==> config.mk <==
export PLATFORM = sky130hd
export DESIGN_NAME = fifo1c_param_flat
export DESIGN_NICKNAME = d
export VERILOG_FILES = /design/src/rtl/fifo1c_pkg.sv /design/src/rtl/fifo1c_if.sv /design/src/rtl/ram1r1w_param.sv /design/src/rtl/fifo1c_param.sv /design/src/flat_wrapper.sv
export SDC_FILE = /design/constraint.sdc
export NUM_CORES = 2
export LEC_CHECK = 0
export CELL_PAD_IN_SITES_DETAIL_PLACEMENT = 1
export CELL_PAD_IN_SITES_GLOBAL_PLACEMENT = 2
export CORE_MARGIN = 2
export CORE_UTILIZATION = 40
export DETAILED_ROUTE_END_ITERATION = 12
export PLACE_DENSITY = 0.69
export SLEW_MARGIN = 10
export SYNTH_ARGS = -nofsm -noshare
export SYNTH_HDL_FRONTEND = slang
export SYNTH_HIERARCHICAL = 1
export SYNTH_SLANG_ARGS = --single-unit
==> constraint.sdc <==
create_clock -name clk -period 25.4 [get_ports clk]
set_input_delay 5.08 -clock clk [delete_from_list [all_inputs] [get_ports clk]]
set_output_delay 5.08 -clock clk [all_outputs]
set_load 0.05 [all_outputs]
==> src/rtl/fifo1c_pkg.sv <==
// Shared types and elaboration helpers for the parametrised single-clock FIFO.
// Optional feature macro: FIFO1C_PARITY_EN (stored even parity, checked on read).
package fifo1c_pkg;

    // Status flags as seen by the FIFO user.
    typedef struct packed {
        logic empty;
        logic full;
        logic aempty;
        logic afull;
        logic ovf;
        logic udf;
    } fifo_stat_t;

    // Smallest w with 2**w >= depth.
    function automatic int clog2_depth(input int depth);
        for (int w = 0; w < 31; w++) begin
            if ((1 << w) >= depth) return w;
        end
        return 31;
    endfunction

    // Thresholds must leave a non-empty band between almost_empty and almost_full.
    function automatic bit thres_ok(input int aemp, input int aful, input int depth);
        return (aemp < aful) && (aful <= depth);
    endfunction

endpackage

==> src/rtl/fifo1c_if.sv <==
// Handshake/status bundle between a FIFO user (master) and the FIFO (slave).
interface fifo1c_if #(
    parameter int DATA_WIDTH = 108,
    parameter int ADDR_WIDTH = 4
);
    logic [DATA_WIDTH-1:0] data;
    logic                  wrreq;
    logic                  rdreq;
    logic                  highest_clr;
    logic [DATA_WIDTH-1:0] q;
    logic                  empty;
    logic                  full;
    logic                  almost_empty;
    logic                  almost_full;
    logic [ADDR_WIDTH:0]   usedw;
    logic [ADDR_WIDTH:0]   highest_dw;
    logic                  overflow;
    logic                  underflow;
    logic                  ovf_sticky;
    logic                  udf_sticky;
    logic                  parity_err;

    modport master (
        output data, wrreq, rdreq, highest_clr,
        input  q, empty, full, almost_empty, almost_full, usedw, highest_dw,
               overflow, underflow, ovf_sticky, udf_sticky, parity_err
    );

    modport slave (
        input  data, wrreq, rdreq, highest_clr,
        output q, empty, full, almost_empty, almost_full, usedw, highest_dw,
               overflow, underflow, ovf_sticky, udf_sticky, parity_err
    );
endinterface

==> src/rtl/ram1r1w_param.sv <==
// Simple dual-port RAM: one write port, one registered read port.
// A read of the address being written in the same cycle returns the old word.
module ram1r1w_param #(
    parameter int WIDTH      = 8,
    parameter int ADDR_WIDTH = 4
) (
    input  logic                  clk,
    input  logic                  rst_n,
    input  logic                  we,
    input  logic [ADDR_WIDTH-1:0] waddr,
    input  logic [WIDTH-1:0]      wdata,
    input  logic                  re,
    input  logic [ADDR_WIDTH-1:0] raddr,
    output logic [WIDTH-1:0]      rdata
);
    logic [WIDTH-1:0] mem [0:(1<<ADDR_WIDTH)-1];

    // Storage array: never reset, the FIFO pointers keep stale slots unreadable.
    always_ff @(posedge clk) begin
        if (we) mem[waddr] <= wdata;
    end

    // Read register: reset so in-flight data is dropped, holds when not enabled.
    always_ff @(posedge clk or negedge rst_n) begin
        if (!rst_n)  rdata <= '0;
        else if (re) rdata <= mem[raddr];
    end
endmodule

==> src/rtl/fifo1c_param.sv <==
// Parametrised single-clock FIFO, normal or show-ahead read mode.
// The RAM read register doubles as q (normal) or as the prefetched head word (show-ahead).
// Optional feature macro: FIFO1C_PARITY_EN adds a stored even-parity bit per word.
module fifo1c_param
    import fifo1c_pkg::*;
#(
    parameter int DATA_WIDTH = 108,
    parameter int ADDR_WIDTH = 4,
    parameter int AFUL_THRES = 15,
    parameter int AEMP_THRES = 1,
    parameter int SHOWAHEAD  = 0
) (
    input logic     clk,
    input logic     rst_n,
    fifo1c_if.slave bus
);
    localparam int DEPTH = 1 << ADDR_WIDTH;
    localparam int UW    = ADDR_WIDTH + 1;
    localparam logic [UW-1:0] DEPTH_U = UW'(DEPTH);
    localparam logic [UW-1:0] AFUL_U  = UW'(AFUL_THRES);
    localparam logic [UW-1:0] AEMP_U  = UW'(AEMP_THRES);
`ifdef FIFO1C_PARITY_EN
    localparam int RW = DATA_WIDTH + 1;
`else
    localparam int RW = DATA_WIDTH;
`endif

    if (!thres_ok(AEMP_THRES, AFUL_THRES, DEPTH) || clog2_depth(DEPTH) != ADDR_WIDTH) begin : g_bad_param
        $error("fifo1c_param: need AEMP_THRES < AFUL_THRES <= DEPTH");
    end

    logic [ADDR_WIDTH-1:0] wr_ptr, rd_ptr;
    logic [UW-1:0]         usedw, highest;
    logic                  head_vld;
    logic                  ovf, udf, ovf_stk, udf_stk;
    logic                  wr_ok, rd_ok, ram_re;
    logic [RW-1:0]         ram_wd, ram_rd;
    fifo_stat_t            stat;

    // Status decode from the usedw register (show-ahead empty tracks the head word).
    always_comb begin
        stat        = '0;
        stat.full   = (usedw == DEPTH_U);
        stat.empty  = (SHOWAHEAD != 0) ? !head_vld : (usedw == '0);
        stat.aempty = (usedw <= AEMP_U);
        stat.afull  = (usedw >= AFUL_U);
        stat.ovf    = ovf;
        stat.udf    = udf;
    end

    assign wr_ok = bus.wrreq && !stat.full;
    assign rd_ok = bus.rdreq && !stat.empty;

    // Normal mode reads on demand; show-ahead refills the head whenever it is
    // free or being popped and the RAM still holds an unfetched word.
    if (SHOWAHEAD != 0) begin : g_sa
        assign ram_re = (usedw != UW'(head_vld)) && (!head_vld || rd_ok);
    end else begin : g_norm
        assign ram_re = rd_ok;
    end

`ifdef FIFO1C_PARITY_EN
    assign ram_wd = {^bus.data, bus.data};
`else
    assign ram_wd = bus.data;
`endif

    ram1r1w_param #(.WIDTH(RW), .ADDR_WIDTH(ADDR_WIDTH)) u_ram (
        .clk   (clk),
        .rst_n (rst_n),
        .we    (wr_ok),
        .waddr (wr_ptr),
        .wdata (ram_wd),
        .re    (ram_re),
        .raddr (rd_ptr),
        .rdata (ram_rd)
    );

    // Pointers, word count and head-valid; rd_ptr moves whenever the RAM is read.
    always_ff @(posedge clk or negedge rst_n) begin
        if (!rst_n) begin
            wr_ptr   <= '0;
            rd_ptr   <= '0;
            usedw    <= '0;
            head_vld <= 1'b0;
        end else begin
            if (wr_ok)  wr_ptr <= wr_ptr + 1'b1;
            if (ram_re) rd_ptr <= rd_ptr + 1'b1;
            case ({wr_ok, rd_ok})
                2'b10:   usedw <= usedw + 1'b1;
                2'b01:   usedw <= usedw - 1'b1;
                default: ;
            endcase
            if (ram_re)     head_vld <= 1'b1;
            else if (rd_ok) head_vld <= 1'b0;
        end
    end

    // Error pulses, sticky flags and the usedw high-water mark.
    always_ff @(posedge clk or negedge rst_n) begin
        if (!rst_n) begin
            ovf     <= 1'b0;
            udf     <= 1'b0;
            ovf_stk <= 1'b0;
            udf_stk <= 1'b0;
            highest <= '0;
        end else begin
            ovf     <= bus.wrreq && stat.full;
            udf     <= bus.rdreq && stat.empty;
            ovf_stk <= (ovf_stk && !bus.highest_clr) || (bus.wrreq && stat.full);
            udf_stk <= (udf_stk && !bus.highest_clr) || (bus.rdreq && stat.empty);
            highest <= (bus.highest_clr || usedw > highest) ? usedw : highest;
        end
    end

`ifdef FIFO1C_PARITY_EN
    logic ld_d;

    // Marks the cycle in which the read register holds a freshly loaded word.
    always_ff @(posedge clk or negedge rst_n) begin
        if (!rst_n) ld_d <= 1'b0;
        else        ld_d <= ram_re;
    end

    assign bus.parity_err = ld_d && (^ram_rd);
`else
    assign bus.parity_err = 1'b0;
`endif

    assign bus.q            = ram_rd[DATA_WIDTH-1:0];
    assign bus.empty        = stat.empty;
    assign bus.full         = stat.full;
    assign bus.almost_empty = stat.aempty;
    assign bus.almost_full  = stat.afull;
    assign bus.usedw        = usedw;
    assign bus.highest_dw   = highest;
    assign bus.overflow     = stat.ovf;
    assign bus.underflow    = stat.udf;
    assign bus.ovf_sticky   = ovf_stk;
    assign bus.udf_sticky   = udf_stk;
endmodule
==> src/flat_wrapper.sv <==
// flat-port wrapper written by rule: the top's interface ports become plain ports
module fifo1c_param_flat import fifo1c_pkg::*;
#(
    parameter int DATA_WIDTH = 108,
    parameter int ADDR_WIDTH = 4,
    parameter int AFUL_THRES = 15,
    parameter int AEMP_THRES = 1,
    parameter int SHOWAHEAD  = 0
)
  (clk, rst_n, bus_data, bus_wrreq, bus_rdreq, bus_highest_clr, bus_q, bus_empty, bus_full, bus_almost_empty, bus_almost_full, bus_usedw, bus_highest_dw, bus_overflow, bus_underflow, bus_ovf_sticky, bus_udf_sticky, bus_parity_err);
  fifo1c_if #(.DATA_WIDTH(DATA_WIDTH), .ADDR_WIDTH(ADDR_WIDTH)) bus_i ();
  input logic clk;
  input logic rst_n;
  input wire logic [$bits(bus_i.data)-1:0] bus_data;
  input wire logic [$bits(bus_i.wrreq)-1:0] bus_wrreq;
  input wire logic [$bits(bus_i.rdreq)-1:0] bus_rdreq;
  input wire logic [$bits(bus_i.highest_clr)-1:0] bus_highest_clr;
  output wire logic [$bits(bus_i.q)-1:0] bus_q;
  output wire logic [$bits(bus_i.empty)-1:0] bus_empty;
  output wire logic [$bits(bus_i.full)-1:0] bus_full;
  output wire logic [$bits(bus_i.almost_empty)-1:0] bus_almost_empty;
  output wire logic [$bits(bus_i.almost_full)-1:0] bus_almost_full;
  output wire logic [$bits(bus_i.usedw)-1:0] bus_usedw;
  output wire logic [$bits(bus_i.highest_dw)-1:0] bus_highest_dw;
  output wire logic [$bits(bus_i.overflow)-1:0] bus_overflow;
  output wire logic [$bits(bus_i.underflow)-1:0] bus_underflow;
  output wire logic [$bits(bus_i.ovf_sticky)-1:0] bus_ovf_sticky;
  output wire logic [$bits(bus_i.udf_sticky)-1:0] bus_udf_sticky;
  output wire logic [$bits(bus_i.parity_err)-1:0] bus_parity_err;
  assign bus_i.data = bus_data;
  assign bus_i.wrreq = bus_wrreq;
  assign bus_i.rdreq = bus_rdreq;
  assign bus_i.highest_clr = bus_highest_clr;
  assign bus_q = bus_i.q;
  assign bus_empty = bus_i.empty;
  assign bus_full = bus_i.full;
  assign bus_almost_empty = bus_i.almost_empty;
  assign bus_almost_full = bus_i.almost_full;
  assign bus_usedw = bus_i.usedw;
  assign bus_highest_dw = bus_i.highest_dw;
  assign bus_overflow = bus_i.overflow;
  assign bus_underflow = bus_i.underflow;
  assign bus_ovf_sticky = bus_i.ovf_sticky;
  assign bus_udf_sticky = bus_i.udf_sticky;
  assign bus_parity_err = bus_i.parity_err;
  fifo1c_param #(.DATA_WIDTH(DATA_WIDTH), .ADDR_WIDTH(ADDR_WIDTH), .AFUL_THRES(AFUL_THRES), .AEMP_THRES(AEMP_THRES), .SHOWAHEAD(SHOWAHEAD)) u_core (.clk(clk), .rst_n(rst_n), .bus(bus_i));
endmodule
==> summary.md <==
| Metric | Value |
|---|---|
| # nets final | `3,461` |
| R2R Setup Slk | `20.64 ns` |
| Vias in the first global route | `35.2k` |
| Status | `completed` |
| Mapped cell area | `70,800 um^2` |
| Routed wl met2 | `84.0 mm` |
| Yosys reg bits | `1,858` |
| Uppermost layer routed | `met5` |
| Fin crit share | `0.321` |
| Hold Crit Class | `reg2reg` |
| Clk sink count | `1,858` |
| Gr ovfl total | `0` |
| Final Worst Setup Slack | `17.24 ns` |
| CP max FO | `11` |
| DRT iter0 DRCs | `2,450` |
| Measured slew at the worst slew-check pin | `1.09 ns` |
| Post-CTS Hold Buffers | `0` |
| Period minus WS final | `8.16 ns` |
| Pre-CTS setup slack | `16.45 ns` |
| Routed via count | `32.2k` |
| Remaining antenna violation count after routing | `0` |
| Crit path launch | `u_core/bus.usedw[2]$_DFFE_PN0P_` |
| R2R depth | `9` |
| Die H | `425 um` |
| Post-Route M1 WL | `73.6 mm` |
| Fillers | `15.8k` |
| Root Buffer | `clkbuf_16` |
| Core Area | `176,000 um^2` |
| CTS tree | `done` |
| Clk_skew | `0.0415 ns` |
| Syn Area/Cell | `23.6 um^2` |
| Footprint of the multi-input gates | `14,500 um^2` |
| Initial antenna violation count | `19` |
| Number of enable flip-flop cells after synthesis | `1,728` |
| Inserted Clock Buffers | `191` |
| Most frequent cells in the layout | `edfxtp_1 (1,728), mux4_2 (384), clkdlybuf4s50_1 (237), clkbuf_16 (192), dfrtp_1 (127)` |
| CP endpoint kind | `primary output` |
| Post-CTS setup buffers | `0` |
| Fraction of registers with async set/reset | `0.0700` |
| Setup CP Type | `reg2out` |
| Origin of the critical flop-to-flop path | `u_core/bus.usedw[0]$_DFFE_PN0P_` |
| Sw Share | `0.322` |
| Leakage | `26.2 nW` |
| Sw Pwr | `3.08 mW` |
| Routability Congestion | `0.712` |
| Initial Util | `0.402` |
| Die footprint | `180,000 um^2` |
| Reg2reg end | `u_core/u_ram/mem[11][61]$_DFFE_PP_` |
| Post-synth top flop | `edfxtp_1` |
| Combinational cell fraction of total power | `0.295` |
| IO buf count | `238` |
| Synth cell types | `41` |
| Width of the die | `425 um` |
| Cells after Synth | `3,002` |
| PD cells | `117 nW/um^2` |
| CP Capture Point | `bus_almost_empty` |
| Critical Path RT | `20.32 ns` |
| Layout area overhead | `15.6%` |
| YS warnings | `6` |
| # setup viols final | `0` |
| Leading cell type in the layout, fill and taps excluded | `edfxtp_1` |
| Initial DRT Pass Iterations | `5` |
| H-tree depth | `4` |
| P_int | `6.49 mW` |
| Detailed Place HPWL | `90.3 mm` |
| # resized after CTS | `0` |
| Largest net degree at the start of global routing | `123` |
| WL met3 | `7.23 mm` |
| # DRC | `0` |
| Overall routing resource usage | `0.189` |
| CTS clk-pin slew, worst paths | `0.06 ns` |
| Max_cap viols | `0` |
| Worst IR Drop VDD | `0.0852 mV` |
| Clock Latency Late Sink | `0.84 ns` |
| Endpoints failing hold | `0` |
| Max clock buf depth | `3` |
| RSZ-0062 raised after global routing | `no` |
| FF/Latch Area | `55,200 um^2` |
| Startpoint Class | `flip-flop` |
| Avg WL per Cell | `28.8 um` |
| Reg power frac | `0.417` |
| Worst hold path depth | `1` |
| Rows | `154` |
| Post-synthesis sequential area ratio | `0.778` |
| Layout cells sized above 1 | `0.250` |
| Top achievable clock speed | `0.123 GHz` |
| Drt total wl | `168 mm` |
| Max-slew headroom | `0.271` |
| IO Count | `240` |
| Final setup TNS | `0 ns` |
| Clock power share | `0.287` |
| Post-DR vias/cell | `5.50` |
| Syn_nets | `3,128` |
| Global-route wire length before repair | `248 mm` |
| Arrival time worst endpoint | `3.08 ns` |
| Slew Viols, Final | `0` |
[cell usage after synthesis (all sizes together) (4+ instances only)]
library cell,n,area (um^2)
dfrtp,130,3250
mux2i,111,1110
mux2,4,45.0
clkbuf,54,203
o22ai,109,682
nor3,5,25.0
edfxtp,1728,51900
xnor2,7,61.3
inv,9,33.8
ha,13,163
buf,118,1050
nand2b,4,25.0
nor2,126,473
a221oi,108,1620
mux4,432,9910
nand2,10,37.5
[power by group through the flow]
stage / registers (mW) / clock network [mW] / logic, mW
after global placement: 4.06 / 0 / 2.85
after floorplan: 4.30 / 0 / 1.83
after detailed placement: 4.07 / 0 / 2.88
final: 4.00 / 2.75 / 2.82
after global routing: 4.04 / 2.94 / 3.01
after CTS: 4.01 / 2.82 / 2.89
[state kept, by name, indices dropped and copies added (netlist names)]
name,flops
u_core/bus.usedw,5
u_core/rd_ptr,4
u_core/bus.highest_dw,5
u_core/bus.ovf_sticky,1
u_core/bus.overflow,1
u_core/wr_ptr,4
u_core/bus.underflow,1
u_core/u_ram/mem,1728
u_core/bus.udf_sticky,1
u_core/u_ram/rdata,108
[critical path, stage by stage, from the launching register on]
cell and delay [ns]:
dfrtp_1 0.52, nor3_1 0.70, o21a_1 0.22, clkdlybuf4s50_1 0.79
[metal layers]
| layer | up-vias | GRT usage |
|---|---|---|
| met5 | - | 0 |
| met4 | 12 | 0.0489 |
| met3 | 223 | 0.0289 |
| met2 | 755 | 0.314 |
| met1 | 17601 | 0.261 |
| li1 | 13567 | - |
[logic make-up after synthesis]
logic type,after synthesis,synth area share
AOI/OAI and AO/OA,228,0.0338
adders and majority gates,13,0.00230
muxes,547,0.156
buffers and inverters,181,0.0181
and+or+nand+nor,164,0.00987
DFF,1858,0.778
other,1,0.0000529
xor gates and xnor gates,10,0.00124
[per-stage QoR]
stage                util  power (mW)  cells  hold slack [ns]  cell area (um^2)
global route        0.465        9.99   5846            0.498             81900
detailed placement  0.430        6.95   5482            0.468             75700
finish              0.465        9.57   5847            0.481             81900
CTS                 0.465        9.72   5843            0.482             81900
floorplan               -        6.12   3002            0.469             70800
global placement    0.430        6.91   5482            0.462             75700
[how the worst min path moves through the flow]
stage / end / slack, ns / from
final: u_core/bus.ovf_sticky$_DFF_PN0_ / 0.48 / u_core/bus.ovf_sticky$_DFF_PN0_
after global routing: u_core/bus.ovf_sticky$_DFF_PN0_ / 0.50 / u_core/bus.ovf_sticky$_DFF_PN0_
after CTS: u_core/bus.ovf_sticky$_DFF_PN0_ / 0.48 / u_core/bus.ovf_sticky$_DFF_PN0_
after detailed placement: u_core/bus.ovf_sticky$_DFF_PN0_ / 0.47 / u_core/bus.ovf_sticky$_DFF_PN0_
after global placement: u_core/bus.udf_sticky$_DFF_PN0_ / 0.46 / u_core/bus.udf_sticky$_DFF_PN0_
after floorplan: u_core/rd_ptr[3]$_DFFE_PN0P_ / 0.47 / u_core/rd_ptr[3]$_DFFE_PN0P_
[area by class of cell]
class	instances	area share
clock buffer	262	0.0639
multi-input combinational	963	0.178
tap	2340	0.0357
inverter	9	0.000412
antenna	4	0.000122
sequential	1858	0.673
timing repair buffer	312	0.0365
clock inverter	99	0.0123
No activity file was read; power rests on OpenSTA's default activity.
